===== src/rtl/sb_rx_deframer.sv =====
// Sideband receive front end: oversampled UART symbol recovery followed by
// DLE/STX/ETX de-framing with byte-stuffing removal. Payload bytes leave
// through a one-deep hold register so the final byte can be tagged with EOP.
module sb_rx_deframer #(
  parameter int         OSR       = 5,
  parameter logic [7:0] DLE       = 8'hFE,
  parameter logic [7:0] STX       = 8'h05,
  parameter logic [7:0] ETX       = 8'h40,
  parameter int         LOW_LIMIT = 50
) (
  input  logic       sb_clk,
  input  logic       rst,
  input  logic       sbrx,
  output logic [7:0] rx_byte,
  output logic       rx_valid,
  output logic       rx_sop,
  output logic       rx_eop,
  output logic       sym_err,
  output logic       frame_err,
  output logic       sbrx_low
);

  localparam int CW   = $clog2(OSR);
  localparam int HALF = (OSR - 1) / 2;
  localparam int LW   = $clog2(LOW_LIMIT + 1);

  typedef enum logic [2:0] {S_IDLE, S_START, S_DATA, S_STOP, S_WAIT_HIGH} sym_st_t;
  typedef enum logic [1:0] {F_IDLE, F_HDR_DLE, F_BODY, F_BODY_DLE} frm_st_t;

  logic [1:0]    r_sync;
  logic          w_s;
  logic          r_s_prev;
  sym_st_t       r_sst;
  logic [CW-1:0] r_cnt;
  logic [2:0]    r_idx;
  logic [7:0]    r_shift;
  logic          r_byte_stb;
  logic          r_sym_evt;
  frm_st_t       r_fst;
  logic          r_sop_pend;
  logic          r_hold_vld;
  logic          r_hold_sop;
  logic [7:0]    r_hold_byte;
  logic [LW-1:0] r_low_cnt;
  logic          w_push;

  assign w_s = r_sync[1];

  // Two-flop synchronizer for the asynchronous line; idles high.
  always_ff @(posedge sb_clk or posedge rst) begin
    if (rst) r_sync <= 2'b11;
    else     r_sync <= {r_sync[0], sbrx};
  end

  // Symbol recovery: find start edge, sample mid start bit, then every OSR.
  always_ff @(posedge sb_clk or posedge rst) begin
    if (rst) begin
      r_sst      <= S_IDLE;
      r_cnt      <= '0;
      r_idx      <= '0;
      r_shift    <= '0;
      r_byte_stb <= 1'b0;
      r_sym_evt  <= 1'b0;
      r_s_prev   <= 1'b1;
    end else begin
      r_s_prev   <= w_s;
      r_byte_stb <= 1'b0;
      r_sym_evt  <= 1'b0;
      case (r_sst)
        S_IDLE: begin
          if (!w_s && r_s_prev) begin
            r_sst <= S_START;
            r_cnt <= '0;
          end
        end
        S_START: begin
          if (r_cnt == CW'(HALF)) begin
            r_cnt <= '0;
            r_idx <= '0;
            // A line that is high again mid start bit was only a glitch.
            r_sst <= w_s ? S_IDLE : S_DATA;
          end else begin
            r_cnt <= r_cnt + 1'b1;
          end
        end
        S_DATA: begin
          if (r_cnt == CW'(OSR - 1)) begin
            r_cnt   <= '0;
            r_shift <= {w_s, r_shift[7:1]};
            if (r_idx == 3'd7) r_sst <= S_STOP;
            else               r_idx <= r_idx + 1'b1;
          end else begin
            r_cnt <= r_cnt + 1'b1;
          end
        end
        S_STOP: begin
          if (r_cnt == CW'(OSR - 1)) begin
            r_cnt <= '0;
            if (w_s) begin
              r_byte_stb <= 1'b1;
              r_sst      <= S_IDLE;
            end else begin
              r_sym_evt  <= 1'b1;
              r_sst      <= S_WAIT_HIGH;
            end
          end else begin
            r_cnt <= r_cnt + 1'b1;
          end
        end
        S_WAIT_HIGH: if (w_s) r_sst <= S_IDLE;
        default:     r_sst <= S_IDLE;
      endcase
    end
  end

  // A payload byte is either a plain body byte or an escaped DLE; both equal r_shift.
  assign w_push = r_byte_stb &&
                  (((r_fst == F_BODY) && (r_shift != DLE)) ||
                   ((r_fst == F_BODY_DLE) && (r_shift == DLE)));

  // Framing FSM plus hold register; all outputs registered here.
  always_ff @(posedge sb_clk or posedge rst) begin
    if (rst) begin
      r_fst       <= F_IDLE;
      r_sop_pend  <= 1'b0;
      r_hold_vld  <= 1'b0;
      r_hold_sop  <= 1'b0;
      r_hold_byte <= '0;
      rx_byte     <= '0;
      rx_valid    <= 1'b0;
      rx_sop      <= 1'b0;
      rx_eop      <= 1'b0;
      sym_err     <= 1'b0;
      frame_err   <= 1'b0;
    end else begin
      rx_valid  <= 1'b0;
      rx_sop    <= 1'b0;
      rx_eop    <= 1'b0;
      sym_err   <= 1'b0;
      frame_err <= 1'b0;

      if (w_push) begin
        if (r_hold_vld) begin
          rx_valid <= 1'b1;
          rx_byte  <= r_hold_byte;
          rx_sop   <= r_hold_sop;
        end
        r_hold_byte <= r_shift;
        r_hold_sop  <= r_sop_pend;
        r_hold_vld  <= 1'b1;
        r_sop_pend  <= 1'b0;
      end

      if (r_sym_evt) begin
        sym_err <= 1'b1;
        // A corrupted byte inside a frame poisons the whole frame.
        if (r_fst != F_IDLE) begin
          frame_err  <= 1'b1;
          r_fst      <= F_IDLE;
          r_hold_vld <= 1'b0;
          r_sop_pend <= 1'b0;
        end
      end else if (r_byte_stb) begin
        case (r_fst)
          F_IDLE:    if (r_shift == DLE) r_fst <= F_HDR_DLE;
          F_HDR_DLE: begin
            if (r_shift == STX) begin
              r_fst      <= F_BODY;
              r_sop_pend <= 1'b1;
            end else if (r_shift != DLE) begin
              r_fst <= F_IDLE;
            end
          end
          F_BODY:    if (r_shift == DLE) r_fst <= F_BODY_DLE;
          F_BODY_DLE: begin
            if (r_shift == DLE) begin
              r_fst <= F_BODY;
            end else if (r_shift == ETX) begin
              r_fst      <= F_IDLE;
              r_sop_pend <= 1'b0;
              r_hold_vld <= 1'b0;
              if (r_hold_vld) begin
                rx_valid <= 1'b1;
                rx_byte  <= r_hold_byte;
                rx_sop   <= r_hold_sop;
                rx_eop   <= 1'b1;
              end else begin
                frame_err <= 1'b1;
              end
            end else if (r_shift == STX) begin
              // Back-to-back restart: abandon the open frame, begin a new body.
              frame_err  <= 1'b1;
              r_hold_vld <= 1'b0;
              r_sop_pend <= 1'b1;
              r_fst      <= F_BODY;
            end else begin
              frame_err  <= 1'b1;
              r_hold_vld <= 1'b0;
              r_sop_pend <= 1'b0;
              r_fst      <= F_IDLE;
            end
          end
          default: r_fst <= F_IDLE;
        endcase
      end
    end
  end

  // Sustained-low detector: saturating count of consecutive low samples.
  always_ff @(posedge sb_clk or posedge rst) begin
    if (rst) begin
      r_low_cnt <= '0;
      sbrx_low  <= 1'b0;
    end else if (w_s) begin
      r_low_cnt <= '0;
      sbrx_low  <= 1'b0;
    end else if (r_low_cnt != LW'(LOW_LIMIT)) begin
      r_low_cnt <= r_low_cnt + 1'b1;
      sbrx_low  <= (r_low_cnt == LW'(LOW_LIMIT - 1));
    end
  end

endmodule

===== config.mk =====
export PLATFORM = sky130hd
export DESIGN_NAME = sb_rx_deframer
export DESIGN_NICKNAME = d
export VERILOG_FILES = /design/src/rtl/sb_rx_deframer.sv
export SDC_FILE = /design/constraint.sdc
export NUM_CORES = 1
export LEC_CHECK = 0
export CAP_MARGIN = 30
export CORE_ASPECT_RATIO = 1.1
export CORE_MARGIN = 5
export CORE_UTILIZATION = 55
export CTS_BUF_LIST = sky130_fd_sc_hd__clkbuf_2
export DETAILED_ROUTE_END_ITERATION = 10
export PLACE_DENSITY = 0.78
export SLEW_MARGIN = 20
export SYNTH_ARGS = -nofsm -noshare
export SYNTH_HDL_FRONTEND = slang
export SYNTH_SLANG_ARGS = --single-unit

===== constraint.sdc =====
create_clock -name sb_clk -period 1.6 [get_ports sb_clk]
set_input_delay 0.16 -clock sb_clk [delete_from_list [all_inputs] [get_ports sb_clk]]
set_output_delay 0.16 -clock sb_clk [all_outputs]
set_load 0.03 [all_outputs]

Word-level counts from Yosys, hierarchy flattened
Cells that the tools add are included.
{"block": "classes", "n_lt_le_gt_ge": 0, "n_addsub": 3, "div": 0, "bitwise": 0, "n_reduce_logical": 19, "n_mux": 90, "shifts": 0, "n_eq_ne": 27, "multipliers": 0}
{"operator": "8-bit 2-to-1 mux", "n": 8}
{"operator": "1-bit 2-to-1 mux", "n": 51}
{"operator": "3-bit 2-to-1 mux", "n": 13}
{"operator": "2-bit 2-to-1 mux", "n": 11}
{"operator": "3-bit one-hot mux with 5 select lines", "n": 1}
{"operator": "2-bit inequality test (second input constant)", "n": 7}
{"operator": "6-bit 2-to-1 mux", "n": 2}
{"operator": "3-bit by 2-bit == test with 1-bit output (second input constant)", "n": 3}
{"operator": "3-bit == test (second input constant)", "n": 3}
{"operator": "3-bit one-hot mux with 3 select lines", "n": 1}
{"operator": "8-bit by 3-bit == test with 1-bit output (second input constant)", "n": 1}
{"operator": "8-bit by 7-bit == test with 1-bit output (second input constant)", "n": 1}
{"operator": "8-bit == test (second input constant)", "n": 1}
{"operator": "8-bit inequality test (second input constant)", "n": 1}
{"operator": "2-bit one-hot mux with 4 select lines", "n": 1}
{"operator": "2-bit nonzero test", "n": 4}
{"operator": "3-bit by 1-bit adder with 3-bit output (second input constant)", "n": 2}
{"operator": "6-bit by 1-bit adder with 6-bit output (second input constant)", "n": 1}
{"operator": "6-bit == test (second input constant)", "n": 1}
{"operator": "6-bit inequality test (second input constant)", "n": 1}
{"operator": "3-bit one-hot mux with 2 select lines", "n": 1}
{"operator": "6-bit AND reduction", "n": 1}
{"operator": "5-bit AND reduction", "n": 1}
{"operator": "2-bit == test (second input constant)", "n": 2}
{"operator": "16 further kinds", "n": 20}
{"block": "totals", "inputBits": 3, "reg_bits": 55, "mem_bits_rw": 0, "latch_bits": 0, "word_cells": 160, "romBits": 0, "n_memories": 0}

Logic depth before layout (Yosys ltp)
{"block": "depth", "ltp_word": 11, "ltp_mapped": 7}

Worst setup path before layout
OpenSTA, ideal clock, no wires.
{"block": "synth_timing", "kind": "flip-flop to flip-flop", "from": "register r_idx[0]", "to": "register r_idx[0]", "required_time_ns": 1.475, "slack_ns": -0.074, "setup_ns": 0.125, "synth_period_minus_slack_ns": 1.674, "path_buffers": 0, "stages_incl_launch_ff": 6, "arrival_time_ns": 1.549, "path_cell_list": "dfrtp_1 ha_1 ha_1 o32a_1 nor2_1 mux2_2"}
{"block": "synth_via", "elab_chain_len": 4}
{"element": "from (decl)", "line": "35", "source": "logic [2:0] r_idx;"}
{"element": "from (signal assigned)", "line": "91", "source": "else r_idx <= r_idx + 1'b1;"}
{"element": "3-bit by 1-bit adder with 3-bit output", "line": "91"}
{"element": "3-bit 2-to-1 mux", "line": "90", "source": "if (r_idx == 3'd7) r_sst <= S_STOP;"}
{"element": "3-bit 2-to-1 mux", "line": "87", "source": "if (r_cnt == CW'(OSR - 1)) begin"}
{"element": "3-bit one-hot mux with 2 select lines", "line": "69", "source": "case (r_sst)"}
Parallel ways exist; a longest one is shown, timed or not. The select of a mux whose other input is x is not followed.
A chain may end at the register's enable or synchronous reset.

Worst setup path in the final report
{"block": "layout_timing", "from": "register r_shift[0]", "to": "register rx_byte[5]"}
{"block": "layout_via", "elab_chain_len": 11}
{"element": "from (decl)", "line": "36", "source": "logic [7:0] r_shift;"}
{"element": "from (signal assigned)", "line": "89", "source": "r_shift <= {w_s, r_shift[7:1]};"}
{"element": "8-bit inequality test / 8-bit == test (equally long branches)", "line": "118, 119, 176"}
{"element": "1-bit logical AND, on equally long branches", "line": "118, 119"}
{"element": "1-bit logical OR", "line": "118", "source": "(((r_fst == F_BODY) && (r_shift != DLE)) ||"}
{"element": "1-bit logical AND", "line": "117", "source": "assign w_push = r_byte_stb &&"}
{"element": "8-bit 2-to-1 mux", "line": "142", "source": "if (w_push) begin"}
{"element": "8-bit 2-to-1 mux", "line": "182", "source": "if (r_hold_vld) begin"}
{"element": "8-bit 2-to-1 mux", "line": "178", "source": "end else if (r_shift == ETX) begin"}
{"element": "8-bit 2-to-1 mux", "line": "176", "source": "if (r_shift == DLE) begin"}
{"element": "8-bit 2-to-1 mux", "line": "164", "source": "case (r_fst)"}
{"element": "8-bit 2-to-1 mux", "line": "163", "source": "end else if (r_byte_stb) begin"}
{"element": "8-bit 2-to-1 mux *", "line": "154", "source": "if (r_sym_evt) begin"}
{"element": "to (signal assigned)", "line": "145", "source": "rx_byte <= r_hold_byte;"}
{"element": "to (signal assigned)", "line": "184", "source": "rx_byte <= r_hold_byte;"}
{"element": "to (decl)", "line": "14", "source": "output logic [7:0] rx_byte,"}
Every way passes the cells marked *; elsewhere a longest branch is shown, timed or not.

==> impl_metrics.ini <==
[outcome]
status = complete, but fails checks
violations = negative setup slack

[clocking]
cts_made_buffers = 5
cts_tree = yes
h-tree-depth = 2
clk_path_buf_depth = 2
clockRootBuffer = clkbuf_2
clock_latency_ns = 0.45
clkSlewWorstSetupHoldPaths_ns = 0.27
cts_sinks = 55

[yosys]
synth_edf_count = 0
yosysTopAreaCell = dfrtp_1
syn_inst = 209
yosys-top-cells-area = dfrtp_1 (52%), mux2_2 (8.2%), mux2_4 (4.8%), ha_1 (4.0%), dfstp_2 (3.2%)
syn-num-nets = 220
yosysUniqueCellTypes = 40
synth_top_family_by_area = simple AND/OR/NAND/NOR gates
yosys.area_share.adder_pct = 4.03
yosys.area_share.simple_pct = 13.9
yosysWarningCount = 0
yosysMostFrequentCell = dfrtp_1
yosys-top-cells-count = dfrtp_1 (52), mux2_2 (18), nor2_1 (17)
yosysSeqAreaShare_pct = 55.6
syn_area_per_cell_um2 = 11.9
synth_xor_area_share_pct = 1.41
syn_area_mm2 = 0.00248
ys_ff_latch = 55
muxShareOfSynthArea_pct = 13.4
synth_compound_area_share_pct = 8.17
synthDominantCellAreaShare_pct = 52.4
synth-async-reset-ratio_pct = 100
synth_ff_type = dfrtp_1

[floorplanning]
core_area_mm2 = 0.00435
dieHeight_um = 80.5
rows = 25
dieWidth_um = 74.1
io_pins = 17
start_util_pct = 57.1
die_area_mm2 = 0.00596

[placement]
port_buffers = 16
hpwlAfterDp_um = 3360
routabilityCongestion = 0.897
pre_cts_slack_ns = -0.231
dp.cells = 305

[critical_path]
r2r_cells = 6
reg2reg_from = r_shift[0]
critPathKind = reg2reg
cp_cell_sequence = and4b_2, a21boi_1, nand3b_1, o21bai_4, buf_12, mux2_4
cp_top_family = simple AND/OR/NAND/NOR gates
worstReg2RegEnd = rx_byte[5]
reg2reg_slack_ns = -0.16
max_stage_delay_ns = 0.46
critical_path.max_fanout = 8
crit_buf_inv = 1
crit_slowest_cell = dfrtp_1
cp.arrival_ns = 2.14
worst_ep_required_time_ns = 1.98
critPathCaptureType = flip-flop
startpoint_type = flip-flop

[worst_hold_path]
holdPathEnd = r_sync[0]
whs_path_depth = 1
min_from = sbrx
hold_class = in2reg

[layout]
final_core_util_pct = 76.4
finalNonFillerCells = 327
fill_cells = 277
fin_nets = 283
area_delta_synth_final_pct = 33.8
regArea_mm2 = 0.00138
multi_input_comb_area_mm2 = 0.00121
final_layout_size_suffix_gt1_share_pct = 41.8
antenna_cells = 0

[timing]
setup_violations = 18
worstMarginPinSlew_ns = 0.385
setup_slack_ns = -0.158
slew_headroom_pct = 74.3
post-route-period-util_pct = 110
rsz0062_at_grt = true
post-route-min-period_ns = 1.76
timing.hold.ws_ns = 0.102
slew_violations = 0
fmax_mhz = 569
hold_viol = 0
finClkSkew_ns = 0.0158

[detailed_routing]
vias = 1803
dr.max_layer_used = met4
vias_per_cell = 5.51
drc = 0
ant_nets = 0
dr_wl_met3_um = 171
wl_met2_um = 2920
wl_met1_um = 2140
drt_iter0_markers = 125
drt_wl_total_um = 5270
dr.pass1.iters = 4
drt-wirelength-per-cell_um = 16.1

[global_route]
gr-total-overflow = 0
grt_first_pass_wirelength_um = 8330
grt_max_degree = 26
antenna_found_initial = 0
globalRouteTotalUtil_pct = 18.0
grt_pass1_vias = 1824

[power_and_ir_drop]
pwr_density_cell_mw_per_mm2 = 917
total_power_mw = 3.05
p_leak_nw = 1.65
ir_worst_vdd_v = 0.000811

[flow_run]
cap_violations = 0
-- cells by family (layout without fill, tap and decap cells) --
group           Yosys count  in the layout
compound gates           31             31
simple gates             64             64
flops                    55             55
xor+xnor                  4              4
mux                      27             27
fa+ha+maj                 8              8
buf+inv                  20             84
-- cell usage in the layout (no fill, tap or decap), types with 5 or more instances in the layout --
| cell type | count |
|---|---|
| mux2_2 | 9 |
| a21oi_1 | 9 |
| nand2_1 | 10 |
| nand2b_1 | 5 |
| clkbuf_2 | 5 |
| nor2_1 | 16 |
| buf_4 | 36 |
| buf_6 | 8 |
| nand3_1 | 6 |
| nand3b_1 | 5 |
| dfrtp_1 | 52 |
| inv_1 | 9 |
| mux2_4 | 17 |
| dlygate4sd2_1 | 14 |
-- where the power goes --
group / switching [mW] / internal [mW] / total (mW) / leakage, nW
sequential: 0.0720 / 1.49 / 1.56 / 0.750
clock: 0.439 / 0.103 / 0.542 / 0.0250
combinational: 0.467 / 0.481 / 0.948 / 0.878
total: 0.978 / 2.07 / 3.05 / 1.65
-- worst reg2reg max path: cells and delay by family, from the launching register on --
family | cells | cell delay [ns]
muxes | 1 | 0.30
AOI/OAI and AO/OA | 2 | 0.24
buffers and inverters | 1 | 0.15
and+or+nand+nor | 2 | 0.54
DFF | 1 | 0.46
-- layout make-up --
cell class	instances	area share [%]
clock buffers	5	0.753
clock inverters	3	0.603
inverters	12	1.36
multi-input cells	134	36.5
flip-flops and latches	55	41.5
well taps	54	2.03
repair buffers	64	17.3
-- metrics by stage --
stage | setup TNS, ns | instance area [um2]
floorplan | -0.457 | 2490
global placement | -1.25 | 2950
detailed placement | -2.32 | 2950
CTS | -2.15 | 3090
global route | -3.26 | 3320
finish | -2.45 | 3320
-- how the worst max path moves through the flow --
stage	start	to	slack [ns]	cells past startpoint
floorplan	r_shift[0]	rx_byte[0]	-0.04	6
global placement	r_shift[0]	rx_byte[5]	-0.14	5
detailed placement	r_shift[0]	rx_byte[5]	-0.23	5
CTS	r_shift[3]	rx_byte[5]	-0.14	7
global route	r_shift[5]	rx_byte[2]	-0.19	6
finish	r_shift[0]	rx_byte[5]	-0.16	6
-- routing by layer --
metal | global-route usage, % | vias to the layer above
li1 | - | 852
met1 | 21.5 | 908
met2 | 31.9 | 34
met3 | 3.88 | 9
met4 | 5.62 | 0
met5 | 0 | -
-- what timing repair did --
action,in CTS,in global routing
setup buffers,6,6
pin swaps,8,13
endpoints found under the setup margin,40,34
cloned,1,0
hold buffers,1,0
endpoints found under the hold margin,12,0
gates resized for setup,25,41
-- registers in the layout (all words and copies together) (netlist names), 2 cells and up --
name	count
r_sst	3
r_shift	8
r_idx	3
r_sync	2
r_low_cnt	6
rx_byte	8
r_hold_byte	8
r_fst	2
r_cnt	3
Note: power is estimated with default switching activity, not from simulation.
